## src/rtl/icache_pkg.sv

```systemverilog
// Package: icache_pkg
// Shared definitions for the instruction cache: FSM state encoding, the NOP
// word returned when no fetch is requested, and address-split width helpers.
// Optional feature macro used by the top: ICACHE_STATS_EN.
package icache_pkg;

  typedef enum logic [1:0] {
    IDLE   = 2'd0,
    REFILL = 2'd1,
    FILL   = 2'd2
  } state_t;

  localparam logic [31:0] NOP_INSTR = 32'h0000_0013;

  function automatic int off_w(input int line_words);
    return $clog2(line_words) + 2;
  endfunction

  function automatic int idx_w(input int num_lines);
    return $clog2(num_lines);
  endfunction

  function automatic int tag_w(input int num_lines, input int line_words);
    return 32 - idx_w(num_lines) - off_w(line_words);
  endfunction

endpackage

```

## src/rtl/icache_data_array.sv

```systemverilog
// Module: icache_data_array
// Instruction data storage, NUM_LINES*LINE_WORDS words of 32 bits.
// No reset; contents are only meaningful for lines the top marks valid.
// Ports:
//   clk_i      clock
//   we_i       write enable (one refill beat)
//   wr_line_i  line index written
//   wr_word_i  word within line written
//   wr_data_i  refill word
//   rd_line_i  line index read (combinational)
//   rd_word_i  word within line read (combinational)
//   rd_data_o  read word
module icache_data_array
  import icache_pkg::*;
#(
  parameter int NUM_LINES  = 16,
  parameter int LINE_WORDS = 4
) (
  input  logic                         clk_i,
  input  logic                         we_i,
  input  logic [idx_w(NUM_LINES)-1:0]  wr_line_i,
  input  logic [off_w(LINE_WORDS)-3:0] wr_word_i,
  input  logic [31:0]                  wr_data_i,
  input  logic [idx_w(NUM_LINES)-1:0]  rd_line_i,
  input  logic [off_w(LINE_WORDS)-3:0] rd_word_i,
  output logic [31:0]                  rd_data_o
);

  localparam int AW = idx_w(NUM_LINES) + off_w(LINE_WORDS) - 2;

  logic [31:0] mem_q [2**AW];

  always_ff @(posedge clk_i) begin
    if (we_i) mem_q[{wr_line_i, wr_word_i}] <= wr_data_i;
  end

  assign rd_data_o = mem_q[{rd_line_i, rd_word_i}];

endmodule

```

## src/rtl/instr_cache.sv

```systemverilog
// Module: instr_cache
// Direct-mapped read-only instruction cache. Hits answer in the same cycle;
// a miss stalls the cpu while the whole line is fetched word by word.
// Optional macro ICACHE_STATS_EN adds hit_cnt_o / miss_cnt_o counters.
// Ports:
//   clk_i, rst_i            clock, async active-high reset
//   cpu_addr_i, cpu_rd_i    fetch address / request
//   cpu_data_o, cpu_ready_o instruction word / no-stall
//   flush_i                 invalidate all lines
//   mem_addr_o, mem_rd_o    refill word address / request
//   mem_data_i, mem_ready_i refill word / beat strobe
//   hit_cnt_o, miss_cnt_o   statistics (ICACHE_STATS_EN only)
module instr_cache
  import icache_pkg::*;
#(
  parameter int NUM_LINES  = 16,
  parameter int LINE_WORDS = 4
) (
  input  logic        clk_i,
  input  logic        rst_i,
  input  logic [31:0] cpu_addr_i,
  input  logic        cpu_rd_i,
  output logic [31:0] cpu_data_o,
  output logic        cpu_ready_o,
  input  logic        flush_i,
  output logic [31:0] mem_addr_o,
  output logic        mem_rd_o,
  input  logic [31:0] mem_data_i,
  input  logic        mem_ready_i
`ifdef ICACHE_STATS_EN
  ,
  output logic [31:0] hit_cnt_o,
  output logic [31:0] miss_cnt_o
`endif
);

  localparam int OFF_W = off_w(LINE_WORDS);
  localparam int IDX_W = idx_w(NUM_LINES);
  localparam int TAG_W = tag_w(NUM_LINES, LINE_WORDS);
  localparam int WRD_W = OFF_W - 2;

  state_t               state_q, state_d;
  logic [NUM_LINES-1:0] valid_q;
  logic [TAG_W-1:0]     tag_q [NUM_LINES];
  logic [31-OFF_W:0]    line_q;     // line address being refilled (addr[31:OFF_W])
  logic [WRD_W-1:0]     cnt_q;
  logic                 flushed_q;  // flush arrived while a refill was in flight

  logic [TAG_W-1:0] lk_tag;
  logic [IDX_W-1:0] lk_idx;
  logic [WRD_W-1:0] lk_word;
  logic [IDX_W-1:0] fill_idx;
  logic [TAG_W-1:0] fill_tag;
  logic [31:0]      rd_data;
  logic             hit;
  logic             miss_start;
  logic             refill_we;
  logic [1:0]       unused_addr;

  assign lk_tag      = cpu_addr_i[31:IDX_W+OFF_W];
  assign lk_idx      = cpu_addr_i[IDX_W+OFF_W-1:OFF_W];
  assign lk_word     = cpu_addr_i[OFF_W-1:2];
  assign unused_addr = cpu_addr_i[1:0];
  assign fill_idx    = line_q[IDX_W-1:0];
  assign fill_tag    = line_q[31-OFF_W:IDX_W];

  assign hit        = (state_q == IDLE) && cpu_rd_i && valid_q[lk_idx] && (tag_q[lk_idx] == lk_tag);
  assign miss_start = (state_q == IDLE) && (state_d == REFILL);
  assign refill_we  = (state_q == REFILL) && mem_ready_i;

  icache_data_array #(
    .NUM_LINES (NUM_LINES),
    .LINE_WORDS(LINE_WORDS)
  ) u_data (
    .clk_i    (clk_i),
    .we_i     (refill_we),
    .wr_line_i(fill_idx),
    .wr_word_i(cnt_q),
    .wr_data_i(mem_data_i),
    .rd_line_i(lk_idx),
    .rd_word_i(lk_word),
    .rd_data_o(rd_data)
  );

  always_ff @(posedge clk_i or posedge rst_i) begin
    if (rst_i) state_q <= IDLE;
    else       state_q <= state_d;
  end

  always_comb begin
    state_d = state_q;
    case (state_q)
      IDLE:    if (cpu_rd_i && !hit) state_d = REFILL;
      REFILL:  if (mem_ready_i && (cnt_q == WRD_W'(LINE_WORDS - 1))) state_d = FILL;
      FILL:    state_d = IDLE;
      default: state_d = IDLE;
    endcase
  end

  always_comb begin
    cpu_ready_o = 1'b1;
    cpu_data_o  = NOP_INSTR;
    mem_rd_o    = 1'b0;
    mem_addr_o  = '0;
    case (state_q)
      IDLE: begin
        if (cpu_rd_i) begin
          cpu_ready_o = hit;
          if (hit) cpu_data_o = rd_data;
        end
      end
      REFILL: begin
        cpu_ready_o = 1'b0;
        mem_rd_o    = 1'b1;
        mem_addr_o  = {line_q, cnt_q, 2'b00};
      end
      default: cpu_ready_o = 1'b0;
    endcase
  end

  always_ff @(posedge clk_i or posedge rst_i) begin
    if (rst_i) begin
      line_q    <= '0;
      cnt_q     <= '0;
      flushed_q <= 1'b0;
      valid_q   <= '0;
      for (int i = 0; i < NUM_LINES; i++) tag_q[i] <= '0;
    end else begin
      if (miss_start) begin
        line_q    <= cpu_addr_i[31:OFF_W];
        flushed_q <= 1'b0;
      end else if ((state_q != IDLE) && flush_i) begin
        flushed_q <= 1'b1;
      end
      // counter wraps to 0 on the last beat because it is exactly WRD_W bits
      if (refill_we) cnt_q <= cnt_q + WRD_W'(1);
      // a flush always beats the FILL valid-set
      if (flush_i) valid_q <= '0;
      else if ((state_q == FILL) && !flushed_q) valid_q[fill_idx] <= 1'b1;
      if (state_q == FILL) tag_q[fill_idx] <= fill_tag;
    end
  end

`ifdef ICACHE_STATS_EN
  always_ff @(posedge clk_i or posedge rst_i) begin
    if (rst_i) begin
      hit_cnt_o  <= '0;
      miss_cnt_o <= '0;
    end else begin
      if (hit)        hit_cnt_o  <= hit_cnt_o + 32'd1;
      if (miss_start) miss_cnt_o <= miss_cnt_o + 32'd1;
    end
  end
`endif

endmodule

```

## config.mk

```make
export PLATFORM = sky130hd
export DESIGN_NAME = instr_cache
export DESIGN_NICKNAME = d
export VERILOG_FILES = /design/src/rtl/icache_pkg.sv /design/src/rtl/icache_data_array.sv /design/src/rtl/instr_cache.sv
export SDC_FILE = /design/constraint.sdc
export NUM_CORES = 2
export LEC_CHECK = 0
export BUFFER_PORTS_ARGS = -buffer_cell sky130_fd_sc_hd__buf_2
export CELL_PAD_IN_SITES_DETAIL_PLACEMENT = 1
export CELL_PAD_IN_SITES_GLOBAL_PLACEMENT = 1
export CORE_MARGIN = 4
export CORE_UTILIZATION = 51
export CTS_CLUSTER_DIAMETER = 50
export DETAILED_ROUTE_END_ITERATION = 10
export PLACE_DENSITY_LB_ADDON = 0.2
export SLEW_MARGIN = 40
export SYNTH_ARGS = -nofsm -noshare
export SYNTH_HDL_FRONTEND = slang
export SYNTH_SLANG_ARGS = --single-unit
```

## constraint.sdc

```tcl
create_clock -name clk_i -period 13.8 [get_ports clk_i]
set_input_delay 2.76 -clock clk_i [delete_from_list [all_inputs] [get_ports clk_i]]
set_output_delay 2.76 -clock clk_i [all_outputs]
set_load 0.05 [all_outputs]
```

**Yosys cells after proc, flatten, opt, wreduce, memory -nomap -nowiden**

Memory sizes are Yosys's and may differ from the RTL's.
Index checks and enable logic that the tools add are counted.
Widths: inputs -> output; s select.

- Bits in registers: 433
- RAM bits: 2048
- Logic and storage cells: 80
- Memories kept: 1

- Add/subtract/negate cells: 1
- Order comparisons: 6
- Equality and inequality tests: 5
- Multiplexer cells: 26
- Bitwise operators: 3
- Reduce and logical (&&, ||, !) cells: 17

Memory list:

| memory | words | bits a word | read ports | clocked after memory_dff | wr ports | RTL line | RTL |
|---|---|---|---|---|---|---|---|
| u_data.mem_q | 64 | 32 | 1 | 0 | 1 | icache_data_array.sv:31 | `logic [31:0] mem_q [2**AW];` |

Operator list:

| operator | count |
|---|---|
| $bwmux 384 | 1 |
| $mux 32 | 4 |
| $bmux 24 s4 | 1 |
| $demux 24 s4 | 1 |
| $mux 24 | 3 |
| $mux 16 | 2 |
| $eq 24x24->1 | 1 |
| $or 16x16->16 | 1 |
| $logic_and 1x1->1 | 11 |
| $ge 5x5->1 const B | 2 |
| $lt 4x5->1 const B | 2 |
| $not 4->5 | 2 |
| $mux 1 | 9 |
| $reduce_bool 2->1 | 3 |
| $lt 5x1->1 const B | 1 |
| $bmux 1 s4 | 1 |
| $demux 1 s4 | 1 |
| $eq 2x1->1 const B | 2 |
| $eq 2x2->1 const B | 2 |
| $ge 4x1->1 const B | 1 |
| $mux 2 | 2 |
| $pmux 2 s2 | 1 |
| $add 2x1->2 const B | 1 |
| $logic_not 1->1 | 2 |
| $logic_not 2->1 | 1 |

**Longest topological paths before layout**

- Word-level depth: 13
- Mapped depth: 13
- Depth with buffers taken out: 8

**Modules after synthesis**

From an unflattened synthesis, not the netlist that was laid out.

- Cells, all modules: 4742
- Area, all modules: 98513.2 µm²

By module, submodules not included:

| module | instances | cells each | area each (µm²) | seq. area each (µm²) |
|---|---|---|---|---|
| icache_data_array | 1 | 3292 | 77874.7 | 61499.0 |
| instr_cache | 1 | 1450 | 20638.5 | 10835.4 |

**Least setup slack after synthesis**

Ideal clock, no wire load.

- Kind: input to output
- Start point: input port cpu_addr_i[6]
- End point: output port cpu_data_o[27]
- Arrival: 6.076 ns
- Slack: 4.964 ns
- Stages on the path: 10
- Cell sequence: buf_4 -> mux4_2 -> or3b_1 -> o2111a_1 -> nand3_1 -> o2111ai_1 -> nor4_2 -> clkbuf_1 -> nand2_1 -> a311oi_1

- Word-level cells in the longest chain between the ends: 9
- Elaborated cells between the ends (all ways): 13

RTL lines:

| what | RTL line | RTL |
|---|---|---|
| start, declared | instr_cache.sv:21 | `input logic [31:0] cpu_addr_i,` |
| $not 4->5 (not written as such) | instr_cache.sv:67 | `assign hit = (state_q == IDLE) && cpu_rd_i && valid_q[lk_idx] && (tag_q[lk_idx] == lk_tag);` |
| $bmux 24 s4 | instr_cache.sv:67 |  |
| $mux 24 (not written as such) (2 in series) | instr_cache.sv:67 |  |
| $eq 24x24->1 | instr_cache.sv:67 |  |
| $logic_and 1x1->1 | instr_cache.sv:67 |  |
| $mux 32 (*) | instr_cache.sv:109 | `if (hit) cpu_data_o = rd_data;` |
| $mux 32 (*) | instr_cache.sv:107 | `if (cpu_rd_i) begin` |
| $mux 32 (*) | instr_cache.sv:105 | `case (state_q)` |
| end, declared | instr_cache.sv:23 | `output logic [31:0] cpu_data_o,` |

Mark *: on every way between the ends. The rest lies on a longest branch, timed or not. The select of a mux whose other input is x is not followed.

**Final worst setup path**

- Start point: input port cpu_addr_i[4]
- End point: output port cpu_data_o[27]

Same word-level chain as after synthesis.

==> out/qor.yml <==
drive_above_1_share_pct: 38.8
die_h_um: 447
p_leak_nw: 38.5
multi_input_area_um2: 25200
worstPathRequired_ns: 11.04
synth-edff-count: 2048
die_area_um2: 200000
clock-root-buffer: "clkbuf_16"
regArea_um2: 72300
htreeDepth: 5
postRouteAntennaNets: 0
status: "complete, no violations"
fillers: 15700
cts_tree: "built"
hold_class: "flop to flop"
io_buffers: 130
yosysUniqueCellTypes: 64
max_freq_ghz: 0.0959
startpoint_type: "input port"
slew_headroom_pct: 38.2
final.setup_skew_ns: 0.0366
grt_pass1_wl_mm: 374
final_net_count: 4751
ys_seq_area_share_pct: 73.7
fin_crit_ns: 10.42
die_x_um: 447
wire_per_inst_um: 35.4
yosysTopAreaCell: "edfxtp_1"
cp.depth: 12
synthTopCellsByCount: "edfxtp_1, mux4_2, dfrtp_1"
grt_max_degree: 156
worstPathArrival_ns: 7.66
cts-buffers-inserted: 285
holdWs_ns: 0.501
path_cells: "buf_8 > buf_4 > and2_1 > or3b_1 > o2111a_1 > nand3_1 > o2111ai_1 > nor4_4 > buf_4 > nand2_1 > a311oi_1 > buf_2"
synth_top_area_share_pct: 62.6
critPathKind: "input port to output port"
worst_path_most_repeated_cell: "buf_4"
slowest_stage: "and2_1"
path_buf_inv: 4
drt-initial-drc-count: 5467
gp_congestion: 0.766
place_hpwl_mm: 142
final_hold_viol_count: 0
wl_mm: 262
cellPowerDensity_nw_per_um2: 163
synth_area_um2: 98200
clock_latency_ns: 0.92
ys_ff_latch: 2481
num_rows: 160
vias: 47500
hold_depth: 1
cpPeakStageDelay_ns: 0.72
avgSynthCellArea_um2: 22.3
yosysMostFrequentCell: "edfxtp_1"
finalCritPeriodShare_pct: 75.5
setup_viol: 0
viasPerCell: 6.43
critPathTopFamily: "simple AND/OR/NAND/NOR gates"
synth_warnings: 0
clk_pin_slew_ns: 0.06
clock-sinks: 2481
rsz0062_at_grt: "false"
synth-async-reset-ratio_pct: 17.5
cts_resized: 0
worstPathMaxFanout: 55
worstMarginPinSlew_ns: 0.927
grt_usage_pct: 26.6
tns_ns: 0
first_pass_iters: 5
gr-total-overflow: 0
antenna_found_initial: 17
slew_viol_final: 0
ctsHoldBuffers: 0
end_kind: "output port"
clockBufferDepth: 4
synthCells: 4394
synth.area.top_cells: "edfxtp_1, mux4_2, dfrtp_1, mux2_2, mux2i_1"
ios: 135
drc: 0
syn2layout_area_growth_pct: 13.6
grt_pass1_vias: 50000
cts_setup_buffers: 0
r2r_cells: 10
maxCapViolCount: 0
vdd_drop_max_mv: 0.115
coreArea_um2: 191000
synth_flop_cell: "edfxtp_1"
start_util_pct: 51.5
worst register-to-register path, delay by kind of cell (launching register included):
kind            cells  cell delay, ns
buf+inv             2            0.82
flops               1            0.38
simple gates        4            0.57
mux                 2            0.88
compound gates      2            1.19
final timing paths:
kind                               start  slack [ns]              to
min in group asynchronous          rst_i        1.90      tag_q[291]
setup / recovery           cpu_addr_i[4]        3.38  cpu_data_o[27]
setup reg to reg               tag_q[17]        9.83      line_q[13]
hold reg to reg               tag_q[291]        0.50      tag_q[291]
hold / removal                tag_q[291]        0.50      tag_q[291]
max in group asynchronous          rst_i        9.45       tag_q[44]
cells in the final DEF, fill, tap and decap left out, drive strengths merged, types with 19 or more instances in the layout:
cell,netlist,layout
a21oi,20,20
and2,37,37
and3,33,33
buf,100,266
clkbuf,168,365
clkinv,0,83
dfrtp,433,433
edfxtp,2048,2048
mux2,418,418
mux2i,83,83
mux4,741,741
nand2,41,41
nand3,19,19
nor2,104,104
area by class of cell:
type / count / share of cell area, %
flip-flops and latches: 2481 / 64.9
multi-input cells: 1639 / 22.6
clock buffers: 364 / 6.89
well taps: 2511 / 2.82
repair buffers: 267 / 1.95
clock inverters: 113 / 0.823
inverters: 7 / 0.0393
diodes: 5 / 0.0112
registers in the layout (all words and copies together), names as in the netlist:
signal / flops
cnt_q: 2
line_q: 28
flushed_q: 1
state_q: 2
valid_q: 16
tag_q: 384
u_data.mem_q: 2048
per-stage QoR:
stage	power, mW	instances	utilization, %	cell area (um2)	setup WS (ns)
after floorplan	10.5	4395	-	98200	4.96
after CTS	18.3	7377	58.4	111000	3.24
final	18.2	7387	58.5	112000	3.38
after global routing	18.9	7385	58.5	112000	3.24
after global placement	11.2	6888	53.7	102000	3.29
after detailed placement	11.3	6900	53.8	103000	3.27
cells by family (layout without fill, tap and decap cells):
kind of cell	Yosys count	after routing	synth area share, %
other	1	7	0.00382
XOR/XNOR	26	26	0.232
multiplexers	1242	1242	22.7
buffers and inverters	275	751	1.25
adder cells (fa/ha/maj)	1	1	0.0127
flip-flops	2481	2481	73.7
AND/OR/NAND/NOR	289	289	1.48
AO/OA/AOI/OAI	79	79	0.591
routing by layer:
metal  up-vias  GRT usage, %  wire, um
met5         -             0        22
met4         4          8.15      8120
met3       473          4.80     18900
met2      1994          43.9    131000
met1     26100          36.7    103000
li1      18900             -         -
where the power goes:
part	internal (mW)	leakage [nW]	switching, mW
Sequential	8.66	24.3	0.423
Clock	4.16	4.19	2.89
Combinational	0.900	9.92	1.17
Total	13.7	38.5	4.48
Note: power is estimated with default switching activity, not from simulation.
